===== src/rtl/seg_pkg.sv =====
// rtl/seg_pkg.sv - shared 7-segment glyph constants and polarity helper
package seg_pkg;

    // Active-high abcdefg patterns, bit 6 = segment a
    localparam logic [6:0] GLYPH_0 = 7'b1111110;
    localparam logic [6:0] GLYPH_1 = 7'b0110000;
    localparam logic [6:0] GLYPH_2 = 7'b1101101;
    localparam logic [6:0] GLYPH_3 = 7'b1111001;
    localparam logic [6:0] GLYPH_4 = 7'b0110011;
    localparam logic [6:0] GLYPH_5 = 7'b1011011;
    localparam logic [6:0] GLYPH_6 = 7'b1011111;
    localparam logic [6:0] GLYPH_7 = 7'b1110000;
    localparam logic [6:0] GLYPH_8 = 7'b1111111;
    localparam logic [6:0] GLYPH_9 = 7'b1111011;
    localparam logic [6:0] GLYPH_A = 7'b1110111;
    localparam logic [6:0] GLYPH_B = 7'b0011111;
    localparam logic [6:0] GLYPH_C = 7'b1001110;
    localparam logic [6:0] GLYPH_D = 7'b0111101;
    localparam logic [6:0] GLYPH_E = 7'b1001111;
    localparam logic [6:0] GLYPH_F = 7'b1000111;

    localparam logic [6:0] SEG_OFF = 7'b0000000;

    // Convert an active-high pattern to the pin polarity of the board
    function automatic logic [6:0] apply_polarity(input logic [6:0] pattern, input bit active_low);
        return active_low ? ~pattern : pattern;
    endfunction

endpackage


===== src/rtl/seg_scan_driver_if.sv =====
// rtl/seg_scan_driver_if.sv - display data inputs and scanned pin outputs
interface seg_scan_driver_if #(parameter int NUM_DIGITS = 4);
    logic                      enable;
    logic [4*NUM_DIGITS-1:0]   nibbles;
    logic [NUM_DIGITS-1:0]     dp_mask;
    logic [NUM_DIGITS-1:0]     blink_mask;
    logic [NUM_DIGITS-1:0]     blank_mask;
    logic                      lz_suppress;
    logic [0:6]                seg;
    logic                      dp;
    logic [NUM_DIGITS-1:0]     digit;
    logic                      frame_start;

    modport master (
        output enable, nibbles, dp_mask, blink_mask, blank_mask, lz_suppress,
        input  seg, dp, digit, frame_start
    );

    modport slave (
        input  enable, nibbles, dp_mask, blink_mask, blank_mask, lz_suppress,
        output seg, dp, digit, frame_start
    );
endinterface


===== src/rtl/seg_glyph_decode.sv =====
// rtl/seg_glyph_decode.sv - nibble to active-high hex glyph
module seg_glyph_decode
    import seg_pkg::*;
(
    input  logic [3:0] nibble,
    output logic [6:0] glyph
);

    // Map each hex value to its abcdefg pattern
    always_comb begin
        glyph = SEG_OFF;
        case (nibble)
            4'h0: glyph = GLYPH_0;
            4'h1: glyph = GLYPH_1;
            4'h2: glyph = GLYPH_2;
            4'h3: glyph = GLYPH_3;
            4'h4: glyph = GLYPH_4;
            4'h5: glyph = GLYPH_5;
            4'h6: glyph = GLYPH_6;
            4'h7: glyph = GLYPH_7;
            4'h8: glyph = GLYPH_8;
            4'h9: glyph = GLYPH_9;
            4'hA: glyph = GLYPH_A;
            4'hB: glyph = GLYPH_B;
            4'hC: glyph = GLYPH_C;
            4'hD: glyph = GLYPH_D;
            4'hE: glyph = GLYPH_E;
            default: glyph = GLYPH_F;
        endcase
    end

endmodule


===== src/rtl/seg_scan_driver.sv =====
// rtl/seg_scan_driver.sv - multiplexed 7-segment scan driver with blink, blank and zero suppression
module seg_scan_driver
    import seg_pkg::*;
#(
    parameter int NUM_DIGITS     = 4,
    parameter int DIGIT_CYCLES   = 100_000,
    parameter int GUARD_CYCLES   = 1_000,
    parameter int BLINK_CYCLES   = 25_000_000,
    parameter bit SEG_ACTIVE_LOW = 1'b1,
    parameter bit DIG_ACTIVE_LOW = 1'b1
) (
    input  logic               clk_100MHz,
    input  logic               reset_n,
    seg_scan_driver_if.slave   bus
);

    localparam int SLOT_W  = (DIGIT_CYCLES > 1) ? $clog2(DIGIT_CYCLES) : 1;
    localparam int IDX_W   = (NUM_DIGITS > 1) ? $clog2(NUM_DIGITS) : 1;
    localparam int BLINK_W = (BLINK_CYCLES > 1) ? $clog2(BLINK_CYCLES) : 1;

    localparam logic [SLOT_W-1:0]     SLOT_LAST  = SLOT_W'(DIGIT_CYCLES - 1);
    localparam logic [SLOT_W-1:0]     GUARD_END  = SLOT_W'(GUARD_CYCLES);
    localparam logic [IDX_W-1:0]      IDX_LAST   = IDX_W'(NUM_DIGITS - 1);
    localparam logic [BLINK_W-1:0]    BLINK_LAST = BLINK_W'(BLINK_CYCLES - 1);
    localparam logic [6:0]            SEG_DARK   = apply_polarity(SEG_OFF, SEG_ACTIVE_LOW);
    localparam logic                  DP_DARK    = SEG_ACTIVE_LOW;
    localparam logic [NUM_DIGITS-1:0] DIG_DARK   = DIG_ACTIVE_LOW ? '1 : '0;

    logic [SLOT_W-1:0]       slot_cnt;
    logic [IDX_W-1:0]        scan_idx;
    logic [BLINK_W-1:0]      blink_cnt;
    logic                    blink_phase;

    logic [4*NUM_DIGITS-1:0] sh_nibbles;
    logic [NUM_DIGITS-1:0]   sh_dp, sh_blink, sh_blank;
    logic                    sh_lz;

    logic [6:0]              seg_q;
    logic                    dp_q;
    logic [NUM_DIGITS-1:0]   digit_q;
    logic                    frame_start_q;

    logic                    frame_latch;
    logic [4*NUM_DIGITS-1:0] src_nibbles;
    logic [NUM_DIGITS-1:0]   src_dp, src_blink, src_blank, suppressed, dig_hot;
    logic                    src_lz, zero_run, blink_off, cur_blank, dark;
    logic [3:0]              cur_nibble;
    logic [6:0]              glyph;
    logic [6:0]              seg_next;
    logic                    dp_next;
    logic [NUM_DIGITS-1:0]   digit_next;

    // Slot 0 of index 0 is the frame boundary; the first decode of a frame uses the fresh inputs
    always_comb begin
        frame_latch = bus.enable && (slot_cnt == '0) && (scan_idx == '0);
        src_nibbles = frame_latch ? bus.nibbles     : sh_nibbles;
        src_dp      = frame_latch ? bus.dp_mask     : sh_dp;
        src_blink   = frame_latch ? bus.blink_mask  : sh_blink;
        src_blank   = frame_latch ? bus.blank_mask  : sh_blank;
        src_lz      = frame_latch ? bus.lz_suppress : sh_lz;
    end

    // A digit is a leading zero when it and every digit to its left hold 0
    always_comb begin
        zero_run   = 1'b1;
        suppressed = '0;
        for (int i = NUM_DIGITS - 1; i >= 0; i--) begin
            zero_run      = zero_run & (src_nibbles[4*i +: 4] == 4'd0);
            suppressed[i] = src_lz & zero_run & (i != 0);
        end
    end

    seg_glyph_decode u_decode (
        .nibble (cur_nibble),
        .glyph  (glyph)
    );

    // Decode the digit under the scan pointer into pin levels
    always_comb begin
        cur_nibble = src_nibbles[4*int'(scan_idx) +: 4];
        cur_blank  = src_blank[scan_idx];
        blink_off  = src_blink[scan_idx] & blink_phase;
        dark       = cur_blank | blink_off | suppressed[scan_idx];
        seg_next   = apply_polarity(dark ? SEG_OFF : glyph, SEG_ACTIVE_LOW);
        dp_next    = (src_dp[scan_idx] & ~cur_blank & ~blink_off) ^ SEG_ACTIVE_LOW;
        dig_hot    = '0;
        if (slot_cnt >= GUARD_END) begin
            dig_hot[scan_idx] = 1'b1;
        end
        digit_next = dig_hot ^ DIG_DARK;
    end

    // Free-running blink half-period timer, unaffected by enable
    always_ff @(posedge clk_100MHz or negedge reset_n) begin
        if (!reset_n) begin
            blink_cnt   <= '0;
            blink_phase <= 1'b0;
        end else if (blink_cnt == BLINK_LAST) begin
            blink_cnt   <= '0;
            blink_phase <= ~blink_phase;
        end else begin
            blink_cnt   <= blink_cnt + 1'b1;
        end
    end

    // Slot counter and scan index; held at the frame start while disabled
    always_ff @(posedge clk_100MHz or negedge reset_n) begin
        if (!reset_n) begin
            slot_cnt <= '0;
            scan_idx <= '0;
        end else if (!bus.enable) begin
            slot_cnt <= '0;
            scan_idx <= '0;
        end else if (slot_cnt == SLOT_LAST) begin
            slot_cnt <= '0;
            scan_idx <= (scan_idx == IDX_LAST) ? '0 : scan_idx + 1'b1;
        end else begin
            slot_cnt <= slot_cnt + 1'b1;
        end
    end

    // Shadow set captured once per frame so a frame never mixes old and new data
    always_ff @(posedge clk_100MHz or negedge reset_n) begin
        if (!reset_n) begin
            sh_nibbles <= '0;
            sh_dp      <= '0;
            sh_blink   <= '0;
            sh_blank   <= '0;
            sh_lz      <= 1'b0;
        end else if (frame_latch) begin
            sh_nibbles <= bus.nibbles;
            sh_dp      <= bus.dp_mask;
            sh_blink   <= bus.blink_mask;
            sh_blank   <= bus.blank_mask;
            sh_lz      <= bus.lz_suppress;
        end
    end

    // Registered pin drivers; dark while disabled
    always_ff @(posedge clk_100MHz or negedge reset_n) begin
        if (!reset_n) begin
            seg_q         <= SEG_DARK;
            dp_q          <= DP_DARK;
            digit_q       <= DIG_DARK;
            frame_start_q <= 1'b0;
        end else if (!bus.enable) begin
            seg_q         <= SEG_DARK;
            dp_q          <= DP_DARK;
            digit_q       <= DIG_DARK;
            frame_start_q <= 1'b0;
        end else begin
            seg_q         <= seg_next;
            dp_q          <= dp_next;
            digit_q       <= digit_next;
            frame_start_q <= frame_latch;
        end
    end

    assign bus.seg         = seg_q;
    assign bus.dp          = dp_q;
    assign bus.digit       = digit_q;
    assign bus.frame_start = frame_start_q;

endmodule


===== src/flat_wrapper.sv =====
// flat-port wrapper written by rule: the top's interface ports become plain ports
module seg_scan_driver_flat import seg_pkg::*;
#(
    parameter int NUM_DIGITS     = 4,
    parameter int DIGIT_CYCLES   = 100_000,
    parameter int GUARD_CYCLES   = 1_000,
    parameter int BLINK_CYCLES   = 25_000_000,
    parameter bit SEG_ACTIVE_LOW = 1'b1,
    parameter bit DIG_ACTIVE_LOW = 1'b1
)
  (clk_100MHz, reset_n, bus_enable, bus_nibbles, bus_dp_mask, bus_blink_mask, bus_blank_mask, bus_lz_suppress, bus_seg, bus_dp, bus_digit, bus_frame_start);
  seg_scan_driver_if #(.NUM_DIGITS(NUM_DIGITS)) bus_i ();
  input  logic clk_100MHz;
  input  logic reset_n;
  input wire logic [$bits(bus_i.enable)-1:0] bus_enable;
  input wire logic [$bits(bus_i.nibbles)-1:0] bus_nibbles;
  input wire logic [$bits(bus_i.dp_mask)-1:0] bus_dp_mask;
  input wire logic [$bits(bus_i.blink_mask)-1:0] bus_blink_mask;
  input wire logic [$bits(bus_i.blank_mask)-1:0] bus_blank_mask;
  input wire logic [$bits(bus_i.lz_suppress)-1:0] bus_lz_suppress;
  output wire logic [$bits(bus_i.seg)-1:0] bus_seg;
  output wire logic [$bits(bus_i.dp)-1:0] bus_dp;
  output wire logic [$bits(bus_i.digit)-1:0] bus_digit;
  output wire logic [$bits(bus_i.frame_start)-1:0] bus_frame_start;
  assign bus_i.enable = bus_enable;
  assign bus_i.nibbles = bus_nibbles;
  assign bus_i.dp_mask = bus_dp_mask;
  assign bus_i.blink_mask = bus_blink_mask;
  assign bus_i.blank_mask = bus_blank_mask;
  assign bus_i.lz_suppress = bus_lz_suppress;
  assign bus_seg = bus_i.seg;
  assign bus_dp = bus_i.dp;
  assign bus_digit = bus_i.digit;
  assign bus_frame_start = bus_i.frame_start;
  seg_scan_driver #(.NUM_DIGITS(NUM_DIGITS), .DIGIT_CYCLES(DIGIT_CYCLES), .GUARD_CYCLES(GUARD_CYCLES), .BLINK_CYCLES(BLINK_CYCLES), .SEG_ACTIVE_LOW(SEG_ACTIVE_LOW), .DIG_ACTIVE_LOW(DIG_ACTIVE_LOW)) u_core (.clk_100MHz(clk_100MHz), .reset_n(reset_n), .bus(bus_i));
endmodule

===== config.mk =====
export PLATFORM = sky130hd
export DESIGN_NAME = seg_scan_driver_flat
export DESIGN_NICKNAME = d
export VERILOG_FILES = /design/src/rtl/seg_pkg.sv /design/src/rtl/seg_scan_driver_if.sv /design/src/rtl/seg_glyph_decode.sv /design/src/rtl/seg_scan_driver.sv /design/src/flat_wrapper.sv
export SDC_FILE = /design/constraint.sdc
export NUM_CORES = 1
export LEC_CHECK = 0
export ABC_AREA = 1
export BUFFER_PORTS_ARGS = -buffer_cell sky130_fd_sc_hd__buf_2
export CELL_PAD_IN_SITES_DETAIL_PLACEMENT = 2
export CELL_PAD_IN_SITES_GLOBAL_PLACEMENT = 2
export CORE_ASPECT_RATIO = 0.75
export CORE_MARGIN = 10
export CORE_UTILIZATION = 30
export CTS_BUF_LIST = sky130_fd_sc_hd__clkbuf_8
export CTS_CLUSTER_SIZE = 25
export DETAILED_ROUTE_END_ITERATION = 8
export PLACE_DENSITY = 0.75
export SLEW_MARGIN = 40
export SYNTH_ARGS = -nofsm -noshare
export SYNTH_HDL_FRONTEND = slang
export SYNTH_SLANG_ARGS = --single-unit
export TNS_END_PERCENT = 10

===== constraint.sdc =====
create_clock -name clk_100MHz -period 8.4 [get_ports clk_100MHz]
set_clock_uncertainty 0.2 [all_clocks]
set_input_delay 0.42 -clock clk_100MHz [delete_from_list [all_inputs] [get_ports clk_100MHz]]
set_output_delay 0.42 -clock clk_100MHz [all_outputs]
set_load 0.05 [all_outputs]

# Word-level counts from Yosys, hierarchy flattened
# Memory sizes are Yosys's and may differ from the RTL's.
# Cells that the tools add are included.
[totals]
output_inout_bits = 13
in_bits = 32
n_memories = 1
word_cells = 76
mem_bits_ro = 112
register_bits = 87
[mem_list]
columns = ["name", "depth", "word_bits", "rd", "rd_ports_with_merged_regs", "write_ports", "line", "text"]
rows = [
  ["(no name shown)", 16, 7, 1, 0, 0, "seg_glyph_decode.sv:12", "case (nibble)"],
]
[op_classes]
n_eq_ne = 4
addsub = 3
muxes = 27
bitwise_logic = 16
n_shift = 1
order_cmp = 3
reduce_logical = 8
[op_table]
columns = ["operator", "count"]
rows = [
  ["$mux W17", 2],
  ["$add A25 B1 Y25 const B", 1],
  ["$eq A25 B25 Y1 const B", 1],
  ["$mux W25", 1],
  ["$mux W4", 5],
  ["$add A17 B1 Y17 const B", 1],
  ["$eq A17 B17 Y1 const B", 1],
  ["$ge A17 B10 Y1 const B", 1],
  ["$logic_not A17 Y1", 1],
  ["$mux W16", 1],
  ["$shiftx A16 B5 Y4", 1],
  ["$mux W7", 2],
  ["$logic_not A4 Y1", 3],
  ["$and A1 B1 Y1", 8],
  ["$bmux W1 S2", 4],
  ["$mux W1", 8],
  ["$not A7 Y7", 1],
  ["$mux W2", 3],
  ["$not A1 Y1", 4],
  ["$not A4 Y4", 1],
  ["$logic_and A1 B1 Y1", 3],
  ["$lt A2 B3 Y1 const B", 1],
  ["$add A2 B1 Y2 const B", 1],
  ["$demux W1 S2", 1],
  ["other kinds (5)", 6],
]

# Longest topological paths before layout
# Gate-level depths: netlist of the first run.
[logic_depth]
depth_word = 14
ltp_mapped = 22
depth_no_buf = 20

# By module
# From an unflattened synthesis of the first run, not the netlist that was laid out.
[unflattened]
hier_cells = 593
hier_area_um2 = 4832.1
[by_module_without_submodules]
columns = ["module", "n_inst", "seq_area_each_um2", "area_per_inst_um2", "cells_per_inst"]
rows = [
  ["seg_scan_driver", 1, 2192.1, 4561.9, 541],
  ["seg_glyph_decode", 1, 0.0, 270.3, 52],
]

# Least setup slack after synthesis of the first run
# OpenSTA, ideal clock, no wires.
[synth_timing]
path_type = "flip-flop to flip-flop"
from = "register u_core.scan_idx[0]"
to = "register u_core.seg_q[5], in the netlist u_core.bus.seg[1]"
required_ps = 8123
path_slack_ps = 5681
stages_incl_launch_ff = 22
setup_time_ps = 77
arrival_ps = 2442
path_cell_list = "dfrtp_1 -> buf_4 -> clkinv_1 -> ha_1 -> nand2_2 -> inv_2 -> nand2_2 -> nor2_4 -> nand3_4 -> buf_6 -> nand2_1 -> nand2_2 -> nand2_1 -> nand2_1 -> inv_1 -> nand2_1 -> inv_2 -> ha_1 -> nand2_1 -> nor2_1 -> nor2_1 -> nand2_1"
[synth_via]
elab_chain_len = 13
word_cells_on_any_way = 28
classes_between = "shift: 1; mux: 12; bitwise: 9; reduce/logical: 5; memory: 1"
[synth_lines]
columns = ["element", "line", "text"]
rows = [
  ["start, declared", "seg_scan_driver.sv:30", "logic [IDX_W-1:0] scan_idx;"],
  ["start signal, assigned", "seg_scan_driver.sv:116", "scan_idx <= (scan_idx == IDX_LAST) ? '0 : scan_idx + 1'b1;"],
  ["$logic_not A2 Y1 *", "seg_scan_driver.sv:55", "frame_latch = bus.enable && (slot_cnt == '0) && (scan_idx == '0);"],
  ["$logic_and A1 B1 Y1 *", "seg_scan_driver.sv:55", ""],
  ["$mux W16 *", "seg_scan_driver.sv:56", "src_nibbles = frame_latch ? bus.nibbles : sh_nibbles;"],
  ["net u_core.src_nibbles[8]", "seg_scan_driver.sv:44", "logic [4*NUM_DIGITS-1:0] src_nibbles;"],
  ["branches (longest 7 deep; another with $mem_v2 Z16 W7)", "--", ""],
  ["$mux W7 *", "seg_scan_driver.sv:84", "seg_next = apply_polarity(dark ? SEG_OFF : glyph, SEG_ACTIVE_LOW);"],
  ["$not A7 Y7 *", "seg_pkg.sv:26", "return active_low ? ~pattern : pattern;"],
  ["$mux W7 *", "seg_scan_driver.sv:146", "end else if (!bus.enable) begin"],
  ["end signal, assigned", "seg_scan_driver.sv:152", "seg_q <= seg_next;"],
  ["end, declared", "seg_scan_driver.sv:38", "logic [6:0] seg_q;"],
]
# Mark *: on every way through the listed nets, which the timed path passes. The select of a mux whose other input is x is not followed.
# A chain may end at the register's enable or synchronous reset.

# Final worst setup path of the first run
[layout_timing]
from = "register u_core.scan_idx[0]"
to = "register u_core.seg_q[6], in the netlist u_core.bus.seg[0]"
[layout_via]
elab_chain_len = 13
word_cells_on_any_way = 28
classes_between = "shift: 1; mux: 12; bitwise: 9; reduce/logical: 5; memory: 1"
[layout_lines]
columns = ["element", "line"]
rows = [
  ["branches (longest 10 deep; another with $mem_v2 Z16 W7)", "--"],
  ["$mux W7 *", "seg_scan_driver.sv:84"],
  ["$not A7 Y7 *", "seg_pkg.sv:26"],
  ["$mux W7 *", "seg_scan_driver.sv:146"],
]
# Every way passes the cells marked *. The select of a mux whose other input is x is not followed.

==> results by stage, run 1 <==
Timing:
- The max-slew violation count is 0.
- The clock period minus worst slack is 3680 ps.
- Measured against its own limit, the worst slew margin works out to 0.557.
- The count of endpoints failing setup in the final report is 0.
- Dividing the final minimum period by the clock period gives 0.438.
- Final hold analysis gives a worst-case slack of 86.4 ps.
- Setup repair after global routing left no endpoint under its margin.
- The setup TNS after final layout is 0 ps.
- The slew at the pin with the worst max-slew slack is 664 ps.
- For this run, the top clock speed supported by timing is 0.272 GHz.
- The hold violation total from the final report came to 0.

Logic synthesis:
- The synthesis-stage register bit count is 87.
- The Yosys step of the flow raised 0 warnings.
- The area of the mapped netlist is 4960 µm².
- Counting every instance in the synthesized netlist gives 622.
- Of the synthesized area, sequential elements account for 0.442.
- The average size of a mapped cell is 7.98 µm².
- The number of nets handed over by synthesis was 667.
- Yosys mapped the design onto 43 distinct sky130hd cell types.

Job:
- Max-cap violations in this run came to 0.

Drt:
- Before antenna repair, the detailed router went through 4 iterations.
- After detailed routing, the number of remaining DRC violations is 0.
- The number of design-rule violations left by the first detailed-router iteration is 199.
- The average vias per placed instance is 4.98.
- The antenna violation net count after detailed routing is 0.
- After detailed routing, the total wire length is 16000 µm.
- The routed wire length per instance is 18.2 µm.
- Across all layers, the routed design uses 4386 vias.

Finish:
- Leaving out fill and tap cells, the most frequent cell in the layout is nand2_1.
- The ratio of cells with drive above 1 in the final layout is 0.178.
- The area added between synthesis and finish is 12.0%.
- The number of antenna diodes in the final layout is 0.
- Measured on the finished design, the core utilization comes to 0.345.
- The total number of nets in the final design is 712.
- In the layout the commonest cells are 139 x nand2_1, 93 x inv_1, 75 x dfrtp_1, 53 x nor2_1, 52 x nand3_1.

Hold path:
- The worst hold path passes through 3 cells.
- The worst hold path belongs to the class input port to register.
- In this run the most critical hold path is launched from bus_dp_mask[3].
- The worst hold path terminates at u_core.sh_dp[3].

Floorplan:
- The floorplan has 40 rows.
- The floorplan step set the die width to 168 µm.
- During I/O placement, the number of pins put on the boundary was 45.
- The die covers 22100 µm².
- The initial core utilization is 0.308.
- In this run the vertical extent of the chip is 131 µm.
- The total area inside the core boundary comes to 16100 µm².

Setup path:
- The capture instance of the worst register-to-register path is u_core.bus.seg[0].
- The worst setup path is captured at a register.
- The slack of the worst reg-to-reg path is 4720 ps.
- The data required time of the critical path is 8530 ps.
- The worst register-to-register path has a depth of 18.
- Data on the critical path arrives at its endpoint at 3810 ps.
- The worst setup path is launched from a register.
- The kind of critical path is register to register.
- Along the worst path, the maximum fanout reaches 22.
- The worst flop-to-flop path startpoint is u_core.scan_idx[0].

CTS:
- The root buffer cell is clkbuf_8.
- TritonCTS built the clock tree.
- After clock tree synthesis, the clock-pin slew on the worst setup and hold paths is 90 ps.
- The maximum buffer depth of the clock tree is 2.
- The worst-skew pair later-pin latency is 390 ps.
- The clock buffer count from CTS is 9.
- CTS saw 87 sinks.
- Post-CTS repair changed the size of 0 cells.
- CTS built an H-tree with a depth of 3.

Pwr:
- For this design the ratio of total power to cell area is 231 nW/µm².
- IR analysis of the VDD net gives a maximum drop of 127 µV.
- In this run the static leakage power is 2.75 nW.

Place:
- The number of port buffers is 44.
- At the end of routability-driven placement, the weighted congestion stood at 0.842.
- The HPWL after detailed placement is 12300 µm.

GRT:
- The maximum number of pins on one net before global-route repair is 69.
- The initial antenna violation count is 0.
- The wire length of the first global-routing pass is 26700 µm.
- The via count of the first global-routing pass is 4934.
- The total overflow reported by the global router is 0.
- The all-layer global routing usage is 0.148.

Status:
- The run finished with clean final reports.
worst max-delay path by stage:
stage | endpoint | cells after the start | start
after floorplan | u_core.bus.seg[1] | 21 | u_core.scan_idx[0]
after detailed placement | u_core.bus.seg[3] | 18 | u_core.scan_idx[0]
after global routing | u_core.bus.seg[3] | 18 | u_core.scan_idx[0]
after CTS | u_core.bus.seg[0] | 18 | u_core.scan_idx[0]
after global placement | u_core.bus.seg[3] | 19 | u_core.scan_idx[1]
final | u_core.bus.seg[0] | 18 | u_core.scan_idx[0]
layer usage:
| metal | track usage | up-vias | part of all wire |
|---|---|---|---|
| met1 | 0.185 | 2230 | 0.47 |
| met3 | 0.0378 | 16 | 0.032 |
| li1 | - | 2091 | - |
| met4 | 0.0372 | 0 | 0.011 |
| met5 | 0 | - | 0 |
| met2 | 0.247 | 49 | 0.49 |
flip-flops by register name, indices dropped and copies added (netlist names):
name                    flops
u_core.scan_idx             2
u_core.sh_lz                1
u_core.blink_cnt           25
u_core.sh_dp                4
u_core.sh_blank             4
u_core.sh_nibbles          16
u_core.sh_blink             4
u_core.bus.digit            4
u_core.bus.dp               1
u_core.bus.frame_start      1
u_core.blink_phase          1
u_core.slot_cnt            17
u_core.bus.seg              7
worst max-delay path, cell delays in order (launching register included):
cell      delay (ps)
dfrtp_1          630
clkinv_1         410
ha_1             360
nand2_2           80
inv_2             40
nand2_2           70
nor2_4            90
nand3_4          290
clkinv_1         240
nand2_1          150
nand3_1           90
nand3_1          130
nand2_2          110
inv_1            130
ha_1             250
nand3_1          130
nand2_1           90
nand2_1           50
nand3_1           80
power by group:
group	leakage, nW	internal [mW]	switching [mW]
clock	0.105	0.163	0.164
sequential	1.09	0.499	0.0286
combinational	1.55	0.122	0.306
cells by family after synthesis:
| logic type | count (synthesis) | synth area share |
|---|---|---|
| simple gates | 341 | 0.337 |
| buf+inv | 115 | 0.101 |
| flops | 87 | 0.442 |
| compound gates | 55 | 0.0673 |
| fa+ha+maj | 13 | 0.0328 |
| xor+xnor | 9 | 0.0159 |
| mux | 2 | 0.00404 |
layout make-up:
type	instances	area, µm²
clock buffer	9	124
clock inverter	5	75.1
fill	1914	10600
inverter	103	387
multi-input combinational	420	2270
sequential	87	2190
tap	210	263
timing repair buffer	46	244
per-stage QoR:
stage / instances / area, µm² / power [mW] / setup WS [ps]
5_1_grt: 880 / 5560 / 1.38 / 4350
4_1_cts: 880 / 5550 / 1.30 / 4700
3_5_place_dp: 865 / 5340 / 0.968 / 4740
2_1_floorplan: 622 / 4960 / 0.848 / 5680
3_3_place_gp: 865 / 5340 / 0.944 / 4950
6_report: 880 / 5560 / 1.28 / 4720
Yosys cell counts, drive strengths merged:
cell type,count,area share
a211oi,3,0.0045
a21boi,2,0.0030
a21oi,20,0.020
a31oi,2,0.0025
a41oi,1,0.0018
and2,3,0.0038
buf,11,0.020
clkbuf,1,0.0028
clkinv,3,0.0023
dfrtp,75,0.38
dfstp,12,0.064
ha,13,0.033
inv,100,0.076
mux2i,2,0.0040
nand2,153,0.12
nand3,59,0.070
nand3b,2,0.0030
nand4,32,0.040
nor2,66,0.061
nor3,13,0.014
nor4,12,0.019
o211a,1,0.0020
o211ai,3,0.0045
o21a,3,0.0045
o21ai,18,0.020
o221a,1,0.0023
o31ai,1,0.0015
or2,1,0.0013
xnor2,3,0.0053
xor2,6,0.011
what timing repair did:
action / in CTS / in global routing
buffers inserted: 0 / 0
hold buffers: 1 / 0
hold endpoints to repair: 19 / 0
Power figures use the tool's default switching activity.
==> run 2, diff against run 1 <==
Clock period 8.4 ns to 3.6 ns, I/O delays scaled along.
==> run 2 against run 1 <==
- worst setup slack worse by 4200 ps
- sequential share of layout area down 2.0 points
- sequential power up 130%
- critical path type unchanged
- highest routed layer unchanged
- critical path depth up 1
- clock power up 120%
- power up 130%
==> results by stage, run 2 (synthesis gave the netlist of run 1 again) <==
Status:
- The flow ran to the end, and the final reports show no timing, DRC or antenna violations.

Floorplan:
- The placeable core area is 16100 µm².
- The number of primary I/O pins is 45.
- Row generation in the floorplan step produced 40 rows.
- The full die area is 22100 µm².
- Measured along the y axis, the die boundary spans 131 µm.
- The initial utilization of the core area, before any placement, comes to 0.308.
- The horizontal die dimension is 168 µm.

Pwr:
- The sequential share of power is 0.412.
- Of the total power, the share spent switching nets is 0.389.
- In this run the power density over the cells is 506 nW/µm².
- Cell internal power was estimated by the tool at 1.81 mW.
- The worst vdd rail ir drop is 248 µV.
- In this run the static leakage power is 2.89 nW.
- The combinational cell fraction of total power is 0.349.
- The part of the total power dissipated in the clock network is 0.238.
- Summed over all nets, the switching power comes to 1.15 mW.

Finish:
- The register with the most flip-flops in the layout has 25 of them.
- In the final layout, the share of cells above drive strength 1 is 0.176.
- More flip-flops sit in one register than any other, and that register is u_core.blink_cnt.
- Leaving out fill and tap cells, the most frequent cells in the layout are 139 x nand2_1, 95 x inv_1, 75 x dfrtp_1, 53 x nor2_1, 52 x nand3_1.
- 0 antenna diodes ended up in the layout.
- At the end of the flow, the number of nets in the layout was 745.
- The library cell used most frequently in the layout, excluding fill and tap cells, is nand2_1.
- Relative to the synthesized area, the layout overhead comes to 18.1%.
- In the final layout, the registers with the most flip-flops are u_core.blink_cnt (25), u_core.slot_cnt (17), u_core.sh_nibbles (16).

Timing:
- Static timing analysis puts the maximum clock frequency at 0.329 GHz.
- The slew at the pin with the worst max-slew slack is 745 ps.
- The worst hold slack is 22.8 ps.
- Once routing completed, OpenROAD measured the worst setup slack at 564 ps.
- The routed design could run at a clock period as short as 3040 ps.
- The max-slew violation count was 0.
- The setup TNS after final layout is 0 ps.
- Headroom to the max-slew limit came out at 0.499.
- Setup violations remaining at the end of the flow were counted as 0.
- The hold violation total from the final report is 0.
- Setup repair after global routing left no endpoint under its margin.
- Dividing the final minimum period by the clock period gives 0.843.

Setup path:
- The worst flop-to-flop path startpoint is u_core.scan_idx[1].
- The kind of critical path is register to register.
- Tracing the worst setup path back leads to its startpoint at u_core.scan_idx[1].
- Data on the critical path is required at its endpoint by 3710 ps.
- Data arrives at the worst endpoint at 3150 ps.
- The most frequent cell on the critical path is nand2_1.
- For this run, the slowest stage of the critical path takes 440 ps.
- The top fanout value on the critical path is 13.
- The startpoint kind of the worst setup timing path is a register.
- The signal on the critical path passes through inv_1, ha_1, nand2_2, inv_2, nand2_1, nor2_4, nand3_2, nand2_1, nand2_1, o21ai_0, inv_1, nand2_2, inv_1, ha_1, inv_1, nand2_1, nand3_1, nand2_1, nand2_1.
- For this design, the slowest cell found on the critical path is dfrtp_1.
- The kind of end point of the critical path is a register.

CTS:
- Counting every sink on the clock net gives 87.
- The count of instances resized after the clock tree is built is 0.
- In this run the deepest clock path goes through 2 buffers.
- TritonCTS built the clock tree.
- The H-tree generated during clock tree synthesis spans 3 levels.
- The clock slew at the register clock pins of the worst setup and hold paths is 90 ps.
- The worst-skew pair later-pin latency is 390 ps.
- The clock buffer count from CTS is 9.
- The root buffer cell is clkbuf_8.

Hold path:
- In this run the worst hold path is classified as input port to register.
- The startpoint identified for the worst hold timing path is bus_nibbles[13].

Drt:
- In this run, the number of DRC markers left after iteration 0 of detailed routing was 216.
- For this run, design rule violations remaining after detail routing come to 0.
- The final route contains 4442 vias.
- After detailed routing, the average wire length per cell comes to 17.5 µm.
- In this run the remaining antenna-violating nets after routing total 0.
- In the routed layout, each cell is associated on average with a via count of 4.85.
- The post-detailed-routing wire length is 16000 µm.
- For this run, the detailed router's first-pass iteration total came to 4.

Place:
- The weighted congestion at the end of routability-driven global placement is 0.821.
- The number of port buffers is 44.
- The final HPWL from detailed placement is 12300 µm.
- At the placement stage, the worst setup path has a slack of 566 ps.

GRT:
- The total overflow left after global routing is 0.
- The all-layer global routing usage is 0.149.
- The via count of the first global-routing pass was 5077.
- Entering global routing, the biggest net connects 59 pins.
- The initial antenna violation count is 0.
- The wire length of the first global-routing pass is 27200 µm.

Job:
- The tool flagged a number of max-cap violations equal to 0.
[run 2: cell types whose count changed in the layout (fill, tap and decap cells not counted)]
cell	before	now
bufinv_16	2	1
nor4_1	9	10
clkinvlp_4	0	1
clkbuf_8	9	10
inv_1	93	95
clkinv_2	3	2
nor4_2	2	1
buf_4	1	7
dlygate4sd3_1	1	28
[run 2: what timing repair did]
item                                   CTS  global route
hold buffers                            28             0
setup buffers                            0             0
endpoints found under the hold margin   79             0
[run 2: layout make-up]
type / count / area, µm²
clock buffer: 10 / 138
tap: 210 / 263
sequential: 87 / 2190
fill: 1894 / 10300
multi-input combinational: 420 / 2270
timing repair buffer: 79 / 559
inverter: 103 / 387
clock inverter: 6 / 55.1
[run 2: power by group through the flow]
stage | sequential (mW) | clock [mW] | combinational, mW
CTS | 1.22 | 0.736 | 1.05
global placement | 1.23 | 0 | 0.975
floorplan | 1.36 | 0 | 0.618
finish | 1.22 | 0.707 | 1.04
detailed placement | 1.24 | 0 | 1.02
global route | 1.24 | 0.775 | 1.19
[run 2: per-stage QoR]
stage          instance area [µm²]  utilization  instances  total power [mW]
2_1_floorplan                 4960            -        622              1.98
3_3_place_gp                  5380        0.334        871              2.21
3_5_place_dp                  5380        0.334        871              2.26
4_1_cts                       5860        0.363        915              3.01
5_1_grt                       5860        0.364        915              3.20
6_report                      5860        0.364        915              2.96
[run 2: layer usage]
| layer | up-vias | share of wire | GRT usage | routed length (µm) |
|---|---|---|---|---|
| met5 | - | 0 | 0 | 0 |
| met4 | 0 | 0.010 | 0.0352 | 168 |
| met3 | 14 | 0.032 | 0.0361 | 520 |
| met2 | 46 | 0.49 | 0.247 | 7760 |
| met1 | 2217 | 0.47 | 0.192 | 7550 |
| li1 | 2165 | - | - | - |
[run 2: final timing paths]
check	cells past startpoint	to	slack (ps)
max in group asynchronous	3	u_core.bus.digit[2]	2190
min in group asynchronous	2	u_core.blink_cnt[5]	140
min reg2reg	1	u_core.blink_cnt[0]	270
max	19	u_core.bus.seg[3]	560
min	5	u_core.sh_nibbles[13]	20
max reg2reg	19	u_core.bus.seg[3]	560
[run 2: critical path, delay by kind of cell, from the launching register on]
family / cells / cell delay, ps
DFF: 1 / 440
and+or+nand+nor: 11 / 1270
buffers and inverters: 5 / 390
AOI/OAI and AO/OA: 1 / 160
adders and majority gates: 2 / 490
==> run 3, diff against run 2 <==
Settings changed: PLACE_DENSITY 0.75 to 0.78.
Clock period 3.6 ns to 2.6 ns, I/O delays scaled along.
==> run 3 against run 2 <==
- the flow now finishes with violations (setup timing)
- power up 60%
- critical path type unchanged
- core utilization rose by 3.9 points
- highest routed layer unchanged
- worst setup slack got worse by 640 ps
- fmax grew 13%
- clock-buffer cell count did not move
- via count grew 9.4%
- routed wire length rose by 23%
- clock power is 57% higher
- global-route usage grew 1.1 points
- critical endpoint is now u_core.bus.seg[5]
==> results by stage, run 3 (synthesis gave the netlist of run 1 again) <==
Floorplan:
- The full die area is 22100 µm².
- The floorplan step set the die height to 131 µm.
- The number of primary I/O pins is 45.
- The floorplan step defined a core boundary enclosing 16100 µm².
- The horizontal die dimension is 168 µm.
- For this configuration, the core starts out at a cell density of 0.308.
- The standard-cell row count is 40.

Finish:
- The number of non-filler instances in the completed layout is 962.
- The flip-flop count of the largest register after layout is 25.
- At the end of the flow, the number of nets in the layout was 792.
- The library cell used most frequently in the layout, excluding fill and tap cells, is nand2_1.
- The area added between synthesis and finish is 30.8%.
- The number of fill cells in the layout is 1822.
- The register name with the most flops is u_core.blink_cnt.
- The library cells used most frequently in the layout, excluding fill and tap cells, are 123 x nand2_1, 89 x inv_1, 75 x dfrtp_1.
- The largest registers in the layout are u_core.blink_cnt (25), u_core.slot_cnt (17), u_core.sh_nibbles (16).
- The antenna diode count is 0.
- Of the cells placed in the final design, the portion with a size suffix greater than 1 is 0.281.

CTS:
- The clock buffer count from CTS is 9.
- CTS placed an instance of clkbuf_8 at the clock tree root.
- The H-tree depth reported by CTS is 3.
- The total clock sinks is 87.
- TritonCTS built the clock tree.
- The worst-skew pair later-pin latency is 400 ps.
- The clock slew at the register clock pins of the worst setup and hold paths is 100 ps.
- The maximum buffer depth of the clock tree is 2.

Drt:
- For this run, design rule violations remaining after detail routing come to 0.
- The antenna violation net count after detailed routing is 0.
- After the first detailed-routing iteration, the DRC count stood at 251.
- In the final routed layout, each cell accounts on average for 20.4 µm.
- The post-detailed-routing wire length is 19600 µm.
- The first detailed-routing pass ran for 4 iterations.
- The average vias per placed instance is 5.05.
- The final route contains 4859 vias.

Timing:
- Setup repair after global routing could not meet its margin everywhere.
- In the finished design, the share of the clock period the worst path needs comes to 1.03.
- In this run the tightest slew margin relative to its limit is 0.610.
- The clock period minus worst slack is 2680 ps.
- The max-slew violation count was 0.
- The worst hold slack is 73.5 ps.
- The final worst setup slack is -79.3 ps.
- Setup violations remaining at the end of the flow were counted as 7.
- Summed over all failing endpoints, the final setup total negative slack is -243 ps.
- At the pin with the least slew margin, the transition time is 583 ps.
- Based on the critical path, the design can be clocked at up to 0.373 GHz.
- The hold violation total from the final report came to 0.

Setup path:
- The worst register-to-register path has a depth of 17.
- Data arrives at the worst endpoint at 2800 ps.
- The top fanout value on the critical path is 9.
- In this design, the stage delay of the slowest critical-path cell is 410 ps.
- Counting buffers and inverters, the worst setup path is 17 cells deep.
- The data required time of the critical path is 2720 ps.
- On the critical path, the stage with the largest delay is an instance of dfrtp_1.
- The worst setup path is captured at a register.
- The count of buffering cells on the critical path with inverters included is 4.
- The kind of critical path is register to register.
- The kind of cell with the highest combined delay along the critical path is simple AND/OR/NAND/NOR gates.
- The signal on the critical path passes through inv_2, ha_4, nand2_2, inv_2, nand2_2, nor2_4, nand3_4, buf_6, buf_4, nand2_1, nand3_1, nand3_4, nand2_4, nand2_2, nand2_1, nand2_1, nand3_1.
- The startpoint kind of the worst setup timing path is a register.

Status:
- The final reports fail on setup timing.
- The flow ran to the end, but the final reports show violations.

Place:
- The number of port buffers is 44.
- At the end of routability-driven placement, the weighted congestion stood at 0.842.
- The number of cells after detailed placement is 897.
- The final HPWL from detailed placement is 12900 µm.

GRT:
- The wire length of the first global-routing pass is 28800 µm.
- The initial antenna violation count came to 0.
- Across every metal layer, demand over resource in global routing totals 0.160.
- Entering global routing, the biggest net connects 48 pins.
- The via count of the first global-routing pass is 5374.
- The total overflow reported by the global router is 0.

Pwr:
- The cell leakage power is 3.21 nW.
- The worst-case IR drop observed on VDD is 516 µV.
- The design draws 4.75 mW.
- The power per cell area is 732 nW/µm².

Hold path:
- The class of the worst hold path is input port to asynchronous set/reset pin.

Job:
- Across the run, the number of max-cap violations was 0.
-- run 3: changes by cell type in the layout (fill, tap and decap cells not counted), moves of 4 or more --
| cell | previous run | this run |
|---|---|---|
| nand2_1 | 139 | 123 |
| nor2_1 | 53 | 45 |
| nor2_4 | 4 | 10 |
| inv_2 | 7 | 11 |
| nand3_2 | 5 | 10 |
| nand3_1 | 52 | 45 |
| inv_1 | 95 | 89 |
| ha_1 | 13 | 9 |
| nand2_2 | 12 | 26 |
| buf_4 | 7 | 45 |
-- run 3: timing repair --
item,4_1_cts,5_1_grt
setup buffers,4,12
pin swaps,1,22
endpoints found under the setup margin,3,12
cloned,0,1
hold buffers,32,0
endpoints found under the hold margin,108,0
resized for setup,4,62
-- run 3: area by class of cell --
class,count,area (µm²),area share
clock buffer,10,138,0.0212
clock inverter,6,85.1,0.0131
inverter,103,399,0.0615
multi-input combinational,420,2470,0.381
sequential,87,2190,0.338
tap,210,263,0.0405
timing repair buffer,126,938,0.145
-- run 3: worst paths after layout --
| path | start | to | slack [ps] |
|---|---|---|---|
| worst max register to register | u_core.scan_idx[1] | u_core.bus.seg[5] | -80 |
| worst min register to register | u_core.blink_cnt[0] | u_core.blink_cnt[0] | 270 |
| worst max-delay path | u_core.scan_idx[1] | u_core.bus.seg[5] | -80 |
| min in group clk_100MHz | u_core.blink_cnt[0] | u_core.blink_cnt[0] | 270 |
| worst min-delay path | reset_n | u_core.sh_blank[0] | 70 |
| max in group asynchronous | reset_n | u_core.blink_cnt[6] | 1770 |
-- run 3: through the flow --
step | instance area [µm²] | util | worst slack [ps]
after global placement | 5600 | 0.347 | 88.0
after floorplan | 4970 | - | 10.8
after detailed placement | 5600 | 0.347 | -2.37
after CTS | 6190 | 0.384 | 5.15
after global routing | 6490 | 0.403 | -193
final | 6490 | 0.403 | -79.3
-- run 3: power breakdown --
| part | internal [mW] | leakage, nW | switching, mW |
|---|---|---|---|
| Combinational | 0.669 | 2.00 | 1.26 |
| Clock | 0.564 | 0.114 | 0.545 |
| Sequential | 1.61 | 1.09 | 0.0974 |
-- run 3: layer usage --
| metal | GRT usage | vias up | routed length, µm |
|---|---|---|---|
| met1 | 0.195 | 2488 | 8460 |
| met3 | 0.0340 | 31 | 581 |
| li1 | - | 2259 | - |
| met2 | 0.274 | 81 | 10200 |
| met5 | 0 | - | 0 |
| met4 | 0.0541 | 0 | 412 |
-- run 3: worst reg2reg max path, cell delays in order, from the launching register on --
cell,delay (ps)
dfrtp_1,410
inv_2,100
ha_4,140
nand2_2,50
inv_2,70
nand2_2,70
nor2_4,190
nand3_4,170
buf_6,170
buf_4,140
nand2_1,90
nand3_1,150
nand3_4,160
nand2_4,120
nand2_2,110
nand2_1,70
nand2_1,80
nand3_1,90
